### src/rtl/pipeline_ctrl.sv
// Hazard, stall, flush and forwarding controller for the 5-stage RV32 pipeline.
// Tracks variable-latency IMem/DMem handshakes with timeout and counts stalled fetch cycles.
module pipeline_ctrl #(
    parameter int REG_ADDR_W = 5,
    parameter int FORWARD_EN = 1,
    parameter int MAX_WAIT   = 16,
    parameter int CNT_W      = 32
) (
    input  logic                  clk,
    input  logic                  reset,
    input  logic [REG_ADDR_W-1:0] id_rs1_addr,
    input  logic [REG_ADDR_W-1:0] id_rs2_addr,
    input  logic                  id_uses_rs1,
    input  logic                  id_uses_rs2,
    input  logic [REG_ADDR_W-1:0] ex_rs1_addr,
    input  logic [REG_ADDR_W-1:0] ex_rs2_addr,
    input  logic [REG_ADDR_W-1:0] ex_rd_addr,
    input  logic                  ex_rd_we,
    input  logic                  ex_is_load,
    input  logic                  ex_valid,
    input  logic                  ex_redirect,
    input  logic [REG_ADDR_W-1:0] ma_rd_addr,
    input  logic                  ma_rd_we,
    input  logic                  ma_valid,
    input  logic                  ma_mem_op,
    input  logic [REG_ADDR_W-1:0] wb_rd_addr,
    input  logic                  wb_rd_we,
    input  logic                  wb_valid,
    input  logic                  if_fetch,
    input  logic                  imem_resp_valid,
    input  logic                  dmem_resp_valid,
    output logic                  imem_req_valid,
    output logic                  dmem_req_valid,
    output logic                  stall_if,
    output logic                  stall_id,
    output logic                  stall_ex,
    output logic                  stall_ma,
    output logic                  flush_id,
    output logic                  flush_ex,
    output logic [1:0]            forward_rs1,
    output logic [1:0]            forward_rs2,
    output logic                  mem_timeout,
    output logic [CNT_W-1:0]      stall_cycles
);

    localparam int WAIT_W = 8;
    localparam logic [WAIT_W-1:0] WAIT_LIMIT = WAIT_W'(MAX_WAIT);

    typedef enum logic {D_IDLE, D_WAIT} d_state_t;
    typedef enum logic {I_IDLE, I_WAIT} i_state_t;

    d_state_t          d_state_reg, d_state_next;
    i_state_t          i_state_reg, i_state_next;
    logic [WAIT_W-1:0] d_cnt_reg, d_cnt_next;
    logic [WAIT_W-1:0] i_cnt_reg, i_cnt_next;
    logic              mem_timeout_reg;
    logic [CNT_W-1:0]  stall_cnt_reg;

    logic run;
    logic d_op, d_stall, d_expired;
    logic i_stall, i_expired;
    logic ma_stall, if_wait, raw_stall, redirect_act;
    logic stall_id_c, stall_if_c;
    logic ex_wr, ex_load_wr, ma_wr, wb_wr;
    logic [1:0] load_hit, ex_hit, ma_hit, fwd_ma, fwd_wb;

    assign run  = !reset;
    assign d_op = ma_valid & ma_mem_op;

    // DMem handshake: a response in the request cycle never stalls
    always_comb begin
        d_state_next = d_state_reg;
        d_cnt_next   = d_cnt_reg;
        d_stall      = 1'b0;
        d_expired    = 1'b0;
        case (d_state_reg)
            D_IDLE: begin
                d_cnt_next = '0;
                if (d_op && !dmem_resp_valid) begin
                    d_stall      = 1'b1;
                    d_state_next = D_WAIT;
                    d_cnt_next   = WAIT_W'(1);
                end
            end
            D_WAIT: begin
                if (dmem_resp_valid) begin
                    d_state_next = D_IDLE;
                    d_cnt_next   = '0;
                end else if (d_cnt_reg >= WAIT_LIMIT) begin
                    d_expired    = 1'b1;
                    d_state_next = D_IDLE;
                    d_cnt_next   = '0;
                end else begin
                    d_stall    = 1'b1;
                    d_cnt_next = d_cnt_reg + WAIT_W'(1);
                end
            end
        endcase
    end

    assign ma_stall     = run & d_stall;
    // A redirect is held in EX until a DMem stall clears, then acted on
    assign redirect_act = run & ex_valid & ex_redirect & !ma_stall;

    always_comb begin
        i_state_next = i_state_reg;
        i_cnt_next   = i_cnt_reg;
        i_stall      = 1'b0;
        i_expired    = 1'b0;
        case (i_state_reg)
            I_IDLE: begin
                i_cnt_next = '0;
                if (if_fetch && !imem_resp_valid) begin
                    i_stall      = 1'b1;
                    i_state_next = I_WAIT;
                    i_cnt_next   = WAIT_W'(1);
                end
            end
            I_WAIT: begin
                if (imem_resp_valid) begin
                    i_state_next = I_IDLE;
                    i_cnt_next   = '0;
                end else if (i_cnt_reg >= WAIT_LIMIT) begin
                    i_expired    = 1'b1;
                    i_state_next = I_IDLE;
                    i_cnt_next   = '0;
                end else begin
                    i_stall    = 1'b1;
                    i_cnt_next = i_cnt_reg + WAIT_W'(1);
                end
            end
        endcase
        if (redirect_act) begin
            i_state_next = I_IDLE;
            i_cnt_next   = '0;
            i_expired    = 1'b0;
        end
    end

    assign if_wait = run & i_stall & !redirect_act;

    assign ex_wr      = ex_valid & ex_rd_we & (ex_rd_addr != '0);
    assign ex_load_wr = ex_wr & ex_is_load;
    assign ma_wr      = ma_valid & ma_rd_we & (ma_rd_addr != '0);
    assign wb_wr      = wb_valid & wb_rd_we & (wb_rd_addr != '0);

    genvar gi;
    generate
        for (gi = 0; gi < 2; gi++) begin : g_operand
            logic [REG_ADDR_W-1:0] id_src;
            logic [REG_ADDR_W-1:0] ex_src;
            logic                  id_used;
            assign id_src  = (gi == 0) ? id_rs1_addr : id_rs2_addr;
            assign ex_src  = (gi == 0) ? ex_rs1_addr : ex_rs2_addr;
            assign id_used = (gi == 0) ? id_uses_rs1 : id_uses_rs2;

            assign load_hit[gi] = id_used & ex_load_wr & (id_src == ex_rd_addr);
            assign ex_hit[gi]   = id_used & ex_wr & (id_src == ex_rd_addr);
            assign ma_hit[gi]   = id_used & ma_wr & (id_src == ma_rd_addr);
            assign fwd_ma[gi]   = ma_wr & (ex_src == ma_rd_addr);
            assign fwd_wb[gi]   = wb_wr & (ex_src == wb_rd_addr);
        end
    endgenerate

    // WB hits are absent on purpose: the register file writes through
    assign raw_stall = run & !redirect_act &
                       ((|load_hit) | ((FORWARD_EN == 0) ? ((|ex_hit) | (|ma_hit)) : 1'b0));

    assign stall_id_c = ma_stall | raw_stall;
    assign stall_if_c = stall_id_c | if_wait;

    assign imem_req_valid = run & if_fetch;
    assign dmem_req_valid = run & d_op;
    assign stall_ma       = ma_stall;
    assign stall_ex       = ma_stall;
    assign stall_id       = stall_id_c;
    assign stall_if       = stall_if_c;
    assign flush_ex       = reset | redirect_act | (raw_stall & !ma_stall);
    assign flush_id       = reset | redirect_act | (if_wait & !stall_id_c);
    assign forward_rs1    = (run && FORWARD_EN != 0) ? {fwd_ma[0], ~fwd_ma[0] & fwd_wb[0]} : 2'b00;
    assign forward_rs2    = (run && FORWARD_EN != 0) ? {fwd_ma[1], ~fwd_ma[1] & fwd_wb[1]} : 2'b00;
    assign mem_timeout    = mem_timeout_reg;
    assign stall_cycles   = stall_cnt_reg;

    always_ff @(posedge clk) begin
        if (reset) begin
            d_state_reg     <= D_IDLE;
            i_state_reg     <= I_IDLE;
            d_cnt_reg       <= '0;
            i_cnt_reg       <= '0;
            mem_timeout_reg <= 1'b0;
            stall_cnt_reg   <= '0;
        end else begin
            d_state_reg <= d_state_next;
            i_state_reg <= i_state_next;
            d_cnt_reg   <= d_cnt_next;
            i_cnt_reg   <= i_cnt_next;
            if (d_expired || i_expired)
                mem_timeout_reg <= 1'b1;
            if (stall_if_c && stall_cnt_reg != '1)
                stall_cnt_reg <= stall_cnt_reg + CNT_W'(1);
        end
    end

endmodule

### config.mk
export PLATFORM = sky130hd
export DESIGN_NAME = pipeline_ctrl
export DESIGN_NICKNAME = d
export VERILOG_FILES = /design/src/rtl/pipeline_ctrl.sv
export SDC_FILE = /design/constraint.sdc
export NUM_CORES = 1
export LEC_CHECK = 0
export BUFFER_PORTS_ARGS = -buffer_cell sky130_fd_sc_hd__buf_2
export CAP_MARGIN = 20
export CORE_MARGIN = 1
export CORE_UTILIZATION = 54
export CTS_CLUSTER_SIZE = 24
export DETAILED_ROUTE_END_ITERATION = 7
export PLACE_DENSITY = 0.95
export SLEW_MARGIN = 10
export SYNTH_ARGS = -nofsm -noshare
export SYNTH_HDL_FRONTEND = slang
export SYNTH_SLANG_ARGS = --single-unit
### constraint.sdc
create_clock -name clk -period 4.3 [get_ports clk]
set_input_delay 0.43 -clock clk [delete_from_list [all_inputs] [get_ports clk]]
set_output_delay 0.43 -clock clk [all_outputs]
set_load 0.1 [all_outputs]
==> qor.csv <==
stage,metric,value,unit
status,outcome,finished clean,
sta,fin_worst_skew,0.007510,ns
floorplan,die-area,5563,um2
detailed_routing,first_pass_iters,5,
clock_network,cts-root-buf,clkbuf_8,
setup_path,cp_num_buf_inv,0,
yosys,seq_area_frac_synth,35.88,%
power_and_ir_drop,p_per_area,278.1,nW/um2
floorplan,die_h,74.59,um
global_routing,grt_pass1_vias,2464,
clock_network,cts_htree_levels,2,
sta,rsz0062_at_grt,no,
setup_path,path_cells,ha_1 > and3_1 > and3_1 > nand4_1 > nor2_1 > a21o_1 > o21ai_0 > a21oi_1,
setup_path,worstReg2RegStart,stall_cycles[0]$_SDFFE_PP0P_,
setup_path,reg2regPathDepth,8,
setup_path,crit_required,4.54,ns
detailed_routing,routed_via_density,5.674,
layout,drive_gt1_share,26.24,%
detailed_routing,drtAntennaViolNets,0,
clock_network,clk_path_buf_depth,2,
setup_path,startpoint_type,flip-flop,
setup_path,critPathKind,reg2reg,
yosys,synth_largest_area_cell,dfxtp_1,
power_and_ir_drop,p_leak,0.001388,uW
layout,area_growth,22.82,%
setup_path,slowest_stage,a21o_1,
global_routing,grt_max_degree,43,
yosys,syn_area,2845,um2
sta,fmax,342.1,MHz
setup_path,rrSetupSlack,1.38,ns
sta,maxSlewHeadroom,31.95,%
yosys,ys_ff_latch,51,
yosys,synth_top_area_share,35.88,%
setup_path,critical-path-max-stage-delay,0.77,ns
floorplan,ioPinCount,96,
global_routing,grt_overflow_total,0,
yosys,syn_avg_cell_area,8.271,um2
floorplan,core_region_area,5075,um2
detailed_routing,num_vias,2905,
yosys,synth-main-ff-cell,dfxtp_1,
run,drv_cap,0,
setup_path,crit_path_frequent_cell,and3_1,
yosys,async_reset_ff_share,0,%
sta,worstMarginPinSlew,1.021,ns
global_routing,antenna_found_initial,0,
detailed_routing,wire_per_inst,13.39,um
floorplan,num_rows,26,
yosys,synth_cells,344,
setup_path,cp_max_fo,42,
power_and_ir_drop,ir_drop,0.0001712,V
setup_path,crit_family,compound AO/OA/AOI/OAI gates,
placement,gp_congestion,0.7833,
layout,nets,497,
yosys,yosys_warnings,0,
setup_path,cp-startpoint,stall_cycles[0]$_SDFFE_PP0P_,
global_routing,grt_pass1_wl,10670,um
layout,fin_util,68.86,%
setup_path,worstPathArrival,3.16,ns
clock_network,numCtsBuffers,5,
sta,min_period,2.923,ns
sta,min_period_over_period,67.97,%
yosys,synth_area_leaders,"dfxtp_1 (36%), xnor2_1 (6.2%), a21oi_1 (5.3%)",
global_routing,track_usage,24.93,%
hold_path,hold_class,in2reg,
floorplan,initial_utilization,56.07,%
clock_network,cts_tree,done,
layout,antennaDiodeCount,0,
placement,hpwl,5151,um
yosys,synth_top_cells_by_count,"dfxtp_1 (51), a21oi_1 (30), nand2_1 (29)",
sta,finalHoldViolations,0,
clock_network,post-cts-setup-buffer-count,0,
detailed_routing,drt_wl_total,6856,um
floorplan,die_w,74.59,um
detailed_routing,drt_iter0_drc,179,
sta,setup_tns,0,ns
clock_network,clkSlewWorstSetupHoldPaths,0.09,ns
clock_network,hold_buffers,0,
setup_path,crit_cells,8,
yosys,synth_edf_count,0,
clock_network,cts-resized-gates,0,
layout,largest_reg_flops,32,
setup_path,cp-end-kind,flip-flop,
yosys,synth_most_common_cell,dfxtp_1,
clock_network,clock-sinks,51,
sta,slew_viol_final,0,
hold_path,min_from,imem_resp_valid,
setup_path,cp-endpoint,stall_cycles[12]$_SDFFE_PP0P_,
sta,setup_viol,0,
placement,io_buffer_count,95,
detailed_routing,drc,0,
setup_path,r2r_end,stall_cycles[12]$_SDFFE_PP0P_,
clock_network,clk_latency,0.31,ns
yosys,ys_types,55,
==> stage by stage <==
| stage | std cells | setup WS, ns | power, uW | hold WS (ns) | cell area [um2] |
|---|---|---|---|---|---|
| 4_1_cts | 512 | 1.357 | 977.3 | 0.4284 | 3495 |
| 6_report | 512 | 1.377 | 971.7 | 0.4348 | 3495 |
| 5_1_grt | 512 | 1.087 | 1007 | 0.4448 | 3495 |
| 3_5_place_dp | 504 | 1.306 | 636.1 | 0.5001 | 3377 |
| 2_1_floorplan | 349 | 0.3670 | 587.7 | 0.4713 | 2864 |
| 3_3_place_gp | 504 | 1.433 | 632.1 | 0.4878 | 3377 |
==> cells by family after synthesis <==
logic type | after synthesis | synth area share, %
AND/OR/NAND/NOR | 153 | 29.64
multiplexers | 2 | 0.7476
AO/OA/AOI/OAI | 73 | 16.54
adder cells (fa/ha/maj) | 5 | 2.199
XOR/XNOR | 37 | 11.39
flip-flops | 51 | 35.88
buffers and inverters | 22 | 3.474
other | 1 | 0.1318
==> cell type report <==
cell class	count	area, um2
Multi-Input combinational cell	276	1744
Fill cell	427	1580
Sequential cell	51	1021
Timing Repair Buffer	96	483.0
Tap cell	70	87.58
Clock buffer	6	82.58
Inverter	11	41.29
Clock inverter	2	35.03
==> cells in the final DEF (no fill, tap or decap), types with 2 or more instances in the layout <==
master / synthesis / final
a21oi_1: 30 / 30
clkbuf_8: 0 / 6
nor3_1: 7 / 7
or3_1: 18 / 18
inv_1: 10 / 10
and3_1: 8 / 8
nor4_1: 6 / 6
o21ai_0: 20 / 20
nor2b_1: 3 / 3
o211ai_1: 2 / 2
a31o_2: 3 / 3
dfxtp_1: 51 / 51
nand3_1: 23 / 23
and2_1: 4 / 4
xnor2_1: 20 / 20
conb_1: 1 / 6
buf_2: 4 / 95
and4_1: 2 / 2
nand2_1: 29 / 29
xor2_1: 17 / 17
nand4_1: 8 / 8
ha_1: 5 / 5
o31ai_1: 5 / 5
or4_1: 9 / 9
nor2_1: 25 / 25
==> report_power, final <==
part,internal (uW),switching [uW]
registers,478,5.07
logic,47.6,95.3
clock network,188,158
==> worst register-to-register path, cell delays in order, from the launching register on <==
cell	delay, ns
dfxtp_1	0.42
ha_1	0.21
and3_1	0.18
and3_1	0.37
nand4_1	0.27
nor2_1	0.17
a21o_1	0.77
o21ai_0	0.28
a21oi_1	0.18
==> how the worst min path moves through the flow <==
stage	depth (start not counted)	slack, ns	to
2_1_floorplan	1	0.47	d_cnt_reg[0]$_SDFF_PP0_
3_3_place_gp	2	0.49	stall_cycles[16]$_SDFFE_PP0P_
5_1_grt	3	0.44	mem_timeout$_SDFFE_PP0P_
4_1_cts	3	0.43	mem_timeout$_SDFFE_PP0P_
6_report	3	0.43	mem_timeout$_SDFFE_PP0P_
3_5_place_dp	2	0.50	stall_cycles[18]$_SDFFE_PP0P_
==> layer usage <==
| metal | part of all wire (%) | GRT usage [%] | vias up |
|---|---|---|---|
| met1 | 41 | 29.85 | 1344 |
| met2 | 51 | 44.14 | 121 |
| met3 | 6.4 | 4.878 | 8 |
| met4 | 1.5 | 9.015 | 0 |
| li1 | - | - | 1432 |
| met5 | 0 | 0 | - |
Power figures use the tool's default switching activity.
